$ cat src/rtl/osnt_sume_ts_capture.sv
// osnt_sume_ts_capture
// Receive-side pulse timestamper. The external pin is synchronised and glitch
// filtered. Each qualified edge is stamped with STAMP_COUNTER, backdated to the
// edge at which the pin was first sampled. The stamps are queued in a
// first-word-fall-through FIFO, and event and overflow statistics are kept.
// Event pipeline: event register at edge E, write stage at E+1, FIFO commit at
// E+2. This gives a pin-to-valid latency of GLITCH_FILTER+3 clocks.
module osnt_sume_ts_capture #(
    parameter int TIMESTAMP_WIDTH    = 64,
    parameter int C_S_AXI_DATA_WIDTH = 32,
    parameter int FIFO_DEPTH_LOG2    = 3,
    parameter int GLITCH_FILTER      = 2,
    parameter int TS_STEP            = 1
) (
    input  logic                          S_AXI_ACLK,
    input  logic                          S_AXI_ARESETN,
    input  logic [TIMESTAMP_WIDTH-1:0]    STAMP_COUNTER,
    input  logic                          ts_pulse_in,
    input  logic                          capture_en,
    input  logic [1:0]                    edge_sel,
    input  logic                          clear,
    output logic [TIMESTAMP_WIDTH-1:0]    cap_ts,
    output logic                          cap_edge,
    output logic                          cap_valid,
    input  logic                          cap_ready,
    output logic [FIFO_DEPTH_LOG2:0]      fifo_level,
    output logic [C_S_AXI_DATA_WIDTH-1:0] event_count,
    output logic [C_S_AXI_DATA_WIDTH-1:0] overflow_count,
    output logic                          overflow
);

    localparam int TW    = TIMESTAMP_WIDTH;
    localparam int DW    = C_S_AXI_DATA_WIDTH;
    localparam int AW    = FIFO_DEPTH_LOG2;
    localparam int DEPTH = 1 << AW;
    localparam int GW    = (GLITCH_FILTER > 1) ? $clog2(GLITCH_FILTER) : 1;
    // The stamp at qualification is GLITCH_FILTER+1 clocks after the pin sample edge.
    localparam logic [TW-1:0] LAT_COMP   = TW'((GLITCH_FILTER + 1) * TS_STEP);
    localparam logic [AW:0]   LEVEL_FULL = (AW + 1)'(DEPTH);

    logic          s1_q, s2_q;
    logic [1:0]    prime_q, prime_d;
    logic          primed;
    logic [GW-1:0] glitch_q, glitch_d;
    logic          filt_q, filt_d;
    logic          qual;

    logic          ev_valid_q, ev_valid_d;
    logic          ev_edge_q;
    logic [TW-1:0] ev_ts_q;
    logic          wr_valid_q;
    logic          wr_edge_q;
    logic [TW-1:0] wr_ts_q;

    logic [AW:0]   wr_ptr_q, wr_ptr_d, rd_ptr_q, rd_ptr_d;
    logic [TW:0]   mem_q [DEPTH];
    logic [TW:0]   head;
    logic          push_req, push, pop, full, drop;

    logic [DW-1:0] evc_q, evc_d, ovc_q, ovc_d;
    logic          ovf_q, ovf_d;

    // Two-flop synchroniser for the asynchronous pin.
    always_ff @(posedge S_AXI_ACLK or negedge S_AXI_ARESETN) begin
        if (!S_AXI_ARESETN) begin
            s1_q <= 1'b0;
            s2_q <= 1'b0;
        end else begin
            s1_q <= ts_pulse_in;
            s2_q <= s1_q;
        end
    end

    assign primed = (prime_q == 2'd3);

    // Priming after reset, then the glitch filter. A new level is accepted
    // only after it has differed from the filtered level for GLITCH_FILTER
    // consecutive cycles.
    always_comb begin
        prime_d  = prime_q;
        glitch_d = glitch_q;
        filt_d   = filt_q;
        qual     = 1'b0;
        if (!primed) begin
            prime_d  = prime_q + 2'd1;
            filt_d   = s2_q;
            glitch_d = '0;
        end else if (s2_q == filt_q) begin
            glitch_d = '0;
        end else if (glitch_q == GW'(GLITCH_FILTER - 1)) begin
            filt_d   = s2_q;
            glitch_d = '0;
            qual     = 1'b1;
        end else begin
            glitch_d = glitch_q + GW'(1);
        end
    end

    // Filter state register.
    always_ff @(posedge S_AXI_ACLK or negedge S_AXI_ARESETN) begin
        if (!S_AXI_ARESETN) begin
            prime_q  <= 2'd0;
            glitch_q <= '0;
            filt_q   <= 1'b0;
        end else begin
            prime_q  <= prime_d;
            glitch_q <= glitch_d;
            filt_q   <= filt_d;
        end
    end

    // The new filtered level is s2_q. edge_sel bit 0 selects rising edges and bit 1 selects falling edges.
    always_comb begin
        ev_valid_d = qual & capture_en & (s2_q ? edge_sel[0] : edge_sel[1]);
    end

    // Event register (edge E) and write stage (edge E+1). A clear kills the staged event.
    always_ff @(posedge S_AXI_ACLK or negedge S_AXI_ARESETN) begin
        if (!S_AXI_ARESETN) begin
            ev_valid_q <= 1'b0;
            ev_edge_q  <= 1'b0;
            ev_ts_q    <= '0;
            wr_valid_q <= 1'b0;
            wr_edge_q  <= 1'b0;
            wr_ts_q    <= '0;
        end else begin
            ev_valid_q <= ev_valid_d;
            if (qual) begin
                ev_ts_q   <= STAMP_COUNTER - LAT_COMP;
                ev_edge_q <= s2_q;
            end
            wr_valid_q <= ev_valid_q & ~clear;
            if (ev_valid_q) begin
                wr_ts_q   <= ev_ts_q;
                wr_edge_q <= ev_edge_q;
            end
        end
    end

    assign fifo_level = wr_ptr_q - rd_ptr_q;
    assign cap_valid  = (fifo_level != '0);
    assign head       = mem_q[rd_ptr_q[AW-1:0]];
    assign cap_ts     = cap_valid ? head[TW-1:0] : '0;
    assign cap_edge   = cap_valid & head[TW];

    // FIFO pointer and statistics next state. When full, a simultaneous pop
    // frees the slot that the incoming entry takes.
    always_comb begin
        full     = (fifo_level == LEVEL_FULL);
        pop      = cap_valid & cap_ready;
        push_req = wr_valid_q & ~clear;
        push     = push_req & (~full | pop);
        drop     = push_req & full & ~pop;
        wr_ptr_d = wr_ptr_q;
        rd_ptr_d = rd_ptr_q;
        evc_d    = evc_q;
        ovc_d    = ovc_q;
        ovf_d    = ovf_q;
        if (clear) begin
            wr_ptr_d = '0;
            rd_ptr_d = '0;
            evc_d    = '0;
            ovc_d    = '0;
            ovf_d    = 1'b0;
        end else begin
            if (push)       wr_ptr_d = wr_ptr_q + (AW + 1)'(1);
            if (pop)        rd_ptr_d = rd_ptr_q + (AW + 1)'(1);
            if (ev_valid_q) evc_d    = evc_q + DW'(1);
            if (drop) begin
                ovc_d = ovc_q + DW'(1);
                ovf_d = 1'b1;
            end
        end
    end

    // FIFO pointers and statistics registers.
    always_ff @(posedge S_AXI_ACLK or negedge S_AXI_ARESETN) begin
        if (!S_AXI_ARESETN) begin
            wr_ptr_q <= '0;
            rd_ptr_q <= '0;
            evc_q    <= '0;
            ovc_q    <= '0;
            ovf_q    <= 1'b0;
        end else begin
            wr_ptr_q <= wr_ptr_d;
            rd_ptr_q <= rd_ptr_d;
            evc_q    <= evc_d;
            ovc_q    <= ovc_d;
            ovf_q    <= ovf_d;
        end
    end

    // FIFO storage. This storage has no reset because its outputs are masked while the FIFO is empty.
    always_ff @(posedge S_AXI_ACLK) begin
        if (push) begin
            mem_q[wr_ptr_q[AW-1:0]] <= {wr_edge_q, wr_ts_q};
        end
    end

    assign event_count    = evc_q;
    assign overflow_count = ovc_q;
    assign overflow       = ovf_q;

endmodule

$ cat config.mk
export PLATFORM = sky130hd
export DESIGN_NAME = osnt_sume_ts_capture
export DESIGN_NICKNAME = d
export VERILOG_FILES = /design/src/rtl/osnt_sume_ts_capture.sv
export SDC_FILE = /design/constraint.sdc
export NUM_CORES = 1
export LEC_CHECK = 0
export ABC_CLOCK_PERIOD_IN_PS = 10150
export CORE_ASPECT_RATIO = 2
export CORE_MARGIN = 3
export CORE_UTILIZATION = 53
export CTS_CLUSTER_DIAMETER = 150
export DETAILED_ROUTE_END_ITERATION = 10
export MAX_ROUTING_LAYER = met4
export PLACE_DENSITY = 0.87
export SLEW_MARGIN = 0
export SYNTH_ARGS = -nofsm -noshare
export SYNTH_HDL_FRONTEND = slang
export SYNTH_SLANG_ARGS = --single-unit
$ cat constraint.sdc
create_clock -name S_AXI_ACLK -period 10.15 [get_ports S_AXI_ACLK]
set_clock_uncertainty 0.05 [all_clocks]
set_input_delay 2.03 -clock S_AXI_ACLK [delete_from_list [all_inputs] [get_ports S_AXI_ACLK]]
set_output_delay 2.03 -clock S_AXI_ACLK [all_outputs]
set_load 0.02 [all_outputs]
==> summary.txt <==
STA
  – Minimum clock period: 6.49 ns
  – Worst setup margin: 3.66 ns
  – # setup viols final: 0
  – Rel. slew slack: 0.213
  – Fin Setup TNS: 0 ns
  – RSZ-0062 raised after global routing: no
  – Worst Tran Pin Value: 1.17 ns
  – Max Slew Vio Count: 0
  – Fmax: 154 MHz
  – Crit share post-route: 0.639
  – Endpoints failing hold: 0

Detailed routing
  – WL/cell: 24.2 µm
  – Starting DRC count in detailed routing: 1530
  – Vias per cell: 5.91
  – DRC: 0
  – TritonRoute pass-1 iters: 6
  – Antenna viol nets, final: 0
  – DRT Wirelength: 69000 µm
  – Vias: 16800

Critical path
  – WP data required: 8.07 ns
  – Crit path max-delay cell type: dfrtp_4
  – Crit path DAT: 4.41 ns
  – CP max stage delay: 1.10 ns
  – Critical Path Start Type: flip-flop
  – Max FO, Critical Path: 68
  – Worst Setup End Kind: output pin
  – Buf/Inv on CP: 3
  – Critical path's top delay family: buffers and inverters
  – CP Cell Sequence: ha_1, inv_1, fa_1, nand2b_1, nor3_2, buf_4, a21oi_1, clkdlybuf4s50_1
  – Critical path type: flip-flop to output pin

Logic synthesis
  – Avg Inst Size Synth: 16.1 µm²
  – Cells after synthesis: 1847
  – Synth unique cells: 51
  – Number of synthesized flops with an enable pin: 520
  – Post-synthesis mux area share: 0.129
  – Ys async rst share: 0.289
  – Synth area leader: edfxtp_1
  – Cells taking the most area after synthesis: edfxtp_1 53%, dfrtp_1 18%, mux4_2 9.9%
  – Area share of the largest cell type after synthesis: 0.527
  – Adder-Cell Fraction of Synth Area: 0.00447
  – Net Count, Synth: 1929
  – Synth warnings: 0
  – Top_reg_cell synth: edfxtp_1
  – Main combinational cell family by area after synthesis: multiplexers
  – Post-Synth XOR/XNOR Area: 0.0325
  – Sequential element share of the synthesized area: 0.705
  – Simple-gate area share of the yosys netlist: 0.0845
  – Synth Register Bits: 731
  – Mapped cell area: 0.0297 mm²
  – Cell with the most instances after synthesis: edfxtp_1
  – Compound-cell area share of the yosys netlist: 0.0308
  – Post-synth top cells: 520 x edfxtp_1, 235 x nand2_1, 211 x dfrtp_1

Clocking
  – # H-tree levels: 2
  – Clock Latency Late Sink: 0.64 ns
  – Worst-path clk slew: 0.07 ns
  – CTS hold repair buffers: 0
  – Post-CTS setup buffer count: 0
  – CTS Buffer Depth: 3
  – Cts bufs inserted: 58
  – Sinks on Clock Net: 731
  – PostCTS Resize Cnt: 0
  – CTS tree: done
  – CTS Root Cell: clkbuf_16

Die
  – Row count: 122
  – Die span in y: 341 µm
  – Ports: 207
  – Area of the core: 0.0554 mm²
  – Starting density of the core: 0.535
  – Die Width: 173 µm
  – Die area: 0.0590 mm²

Placed design
  – Routability cong.: 0.846
  – Port Buf Inserts: 206
  – Pre-CTS setup slack: 4.21 ns
  – Post-DP HPWL: 42000 µm

GRT
  – Initial antenna violation count: 6
  – Vias in the first global route: 17700
  – Gr usage total: 0.242
  – First-pass GRT wire length: 105000 µm
  – Gr ovfl total: 0
  – Pin count of the biggest net entering global routing: 83

Finish
  – Synth-to-Final Area Change: 16.4%
  – Share of layout cells above drive strength 1: 0.172
  – Nets@finish: 2131

Run
  – Max cap viols: 0

Pwr
  – Peak VDD IR: 0.166 mV
  – Pwr/cell area: 243 mW/mm²
  – Leak: 11.8 nW

Min path
  – Worst min path class: flip-flop to flip-flop

Outcome
  – Outcome: completed
==> cells by family after synthesis <==
logic type               Yosys count
XOR/XNOR                         110
flip-flops                       731
adder cells (fa/ha/maj)           10
AND/OR/NAND/NOR                  508
multiplexers                     211
buffers and inverters            104
AO/OA/AOI/OAI                    173
==> cell type report <==
| cell class | instances | area [µm²] |
|---|---|---|
| fillers | 3887 | 20900 |
| inverters | 14 | 52.6 |
| repair buffers | 232 | 2260 |
| clock inverters | 34 | 342 |
| clock buffers | 76 | 1580 |
| well taps | 744 | 931 |
| flip-flops and latches | 731 | 20900 |
| diodes | 6 | 15.0 |
| multi-input cells | 1012 | 8430 |
==> through the flow <==
stage	hold WS, ns	instance area (µm²)	util	instances	power [W]
after floorplan	0.281	29700	-	1847	0.00531
final	0.305	34500	0.623	2849	0.00839
after global routing	0.296	34500	0.623	2849	0.00874
after global placement	0.294	32600	0.588	2733	0.00608
after detailed placement	0.291	32600	0.588	2733	0.00620
after CTS	0.287	34500	0.622	2843	0.00846
==> registers in the layout, indices dropped and copies added, names as in the netlist <==
register and cells:
ev_edge_q 1, mem_q 520, wr_valid_q 1, wr_ptr_q 4, overflow_count 32, glitch_q 1
ev_ts_q 64, filt_q 1, overflow 1, prime_q 2, event_count 32, rd_ptr_q 4
wr_ts_q 64, s2_q 1, ev_valid_q 1, s1_q 1, wr_edge_q 1
==> power by group <==
group	switching, W	internal, W
logic	0.00102	0.000928
registers	0.000423	0.00376
clock network	0.00105	0.00121
total	0.00249	0.00590
==> final timing paths <==
check	depth (start not counted)	slack, ns	endpoint	start
max reg2reg	10	4.97	mem_q[4][43]	rd_ptr_q[0]
max in group asynchronous	2	7.18	rd_ptr_q[1]	S_AXI_ARESETN
min	0	0.31	s2_q	s1_q
min in group asynchronous	1	1.36	overflow_count[23]	S_AXI_ARESETN
min reg2reg	0	0.31	s2_q	s1_q
max	8	3.66	cap_ts[24]	rd_ptr_q[0]
==> cells in the final DEF (no fill, tap or decap), drive strengths merged, types with 20 or more instances in the layout <==
cell,count
a21oi,83
mux4,130
o21ai,79
nor3,22
or3,24
nand2,235
buf,27
edfxtp,520
nand3,31
nor4,28
nor2,80
xor2,53
clkdlybuf4s50,204
nand4,20
clkbuf,77
dfrtp,211
mux2,72
xnor2,57
==> layer usage <==
layer / vias up / GRT usage / wire [µm]
li1: 7393 / - / -
met2: 724 / 0.419 / 36900
met3: 177 / 0.0415 / 4700
met4: 0 / 0.109 / 3150
met5: - / - / 0
met1: 8551 / 0.276 / 24200
Note: power is estimated with default switching activity, not from simulation.
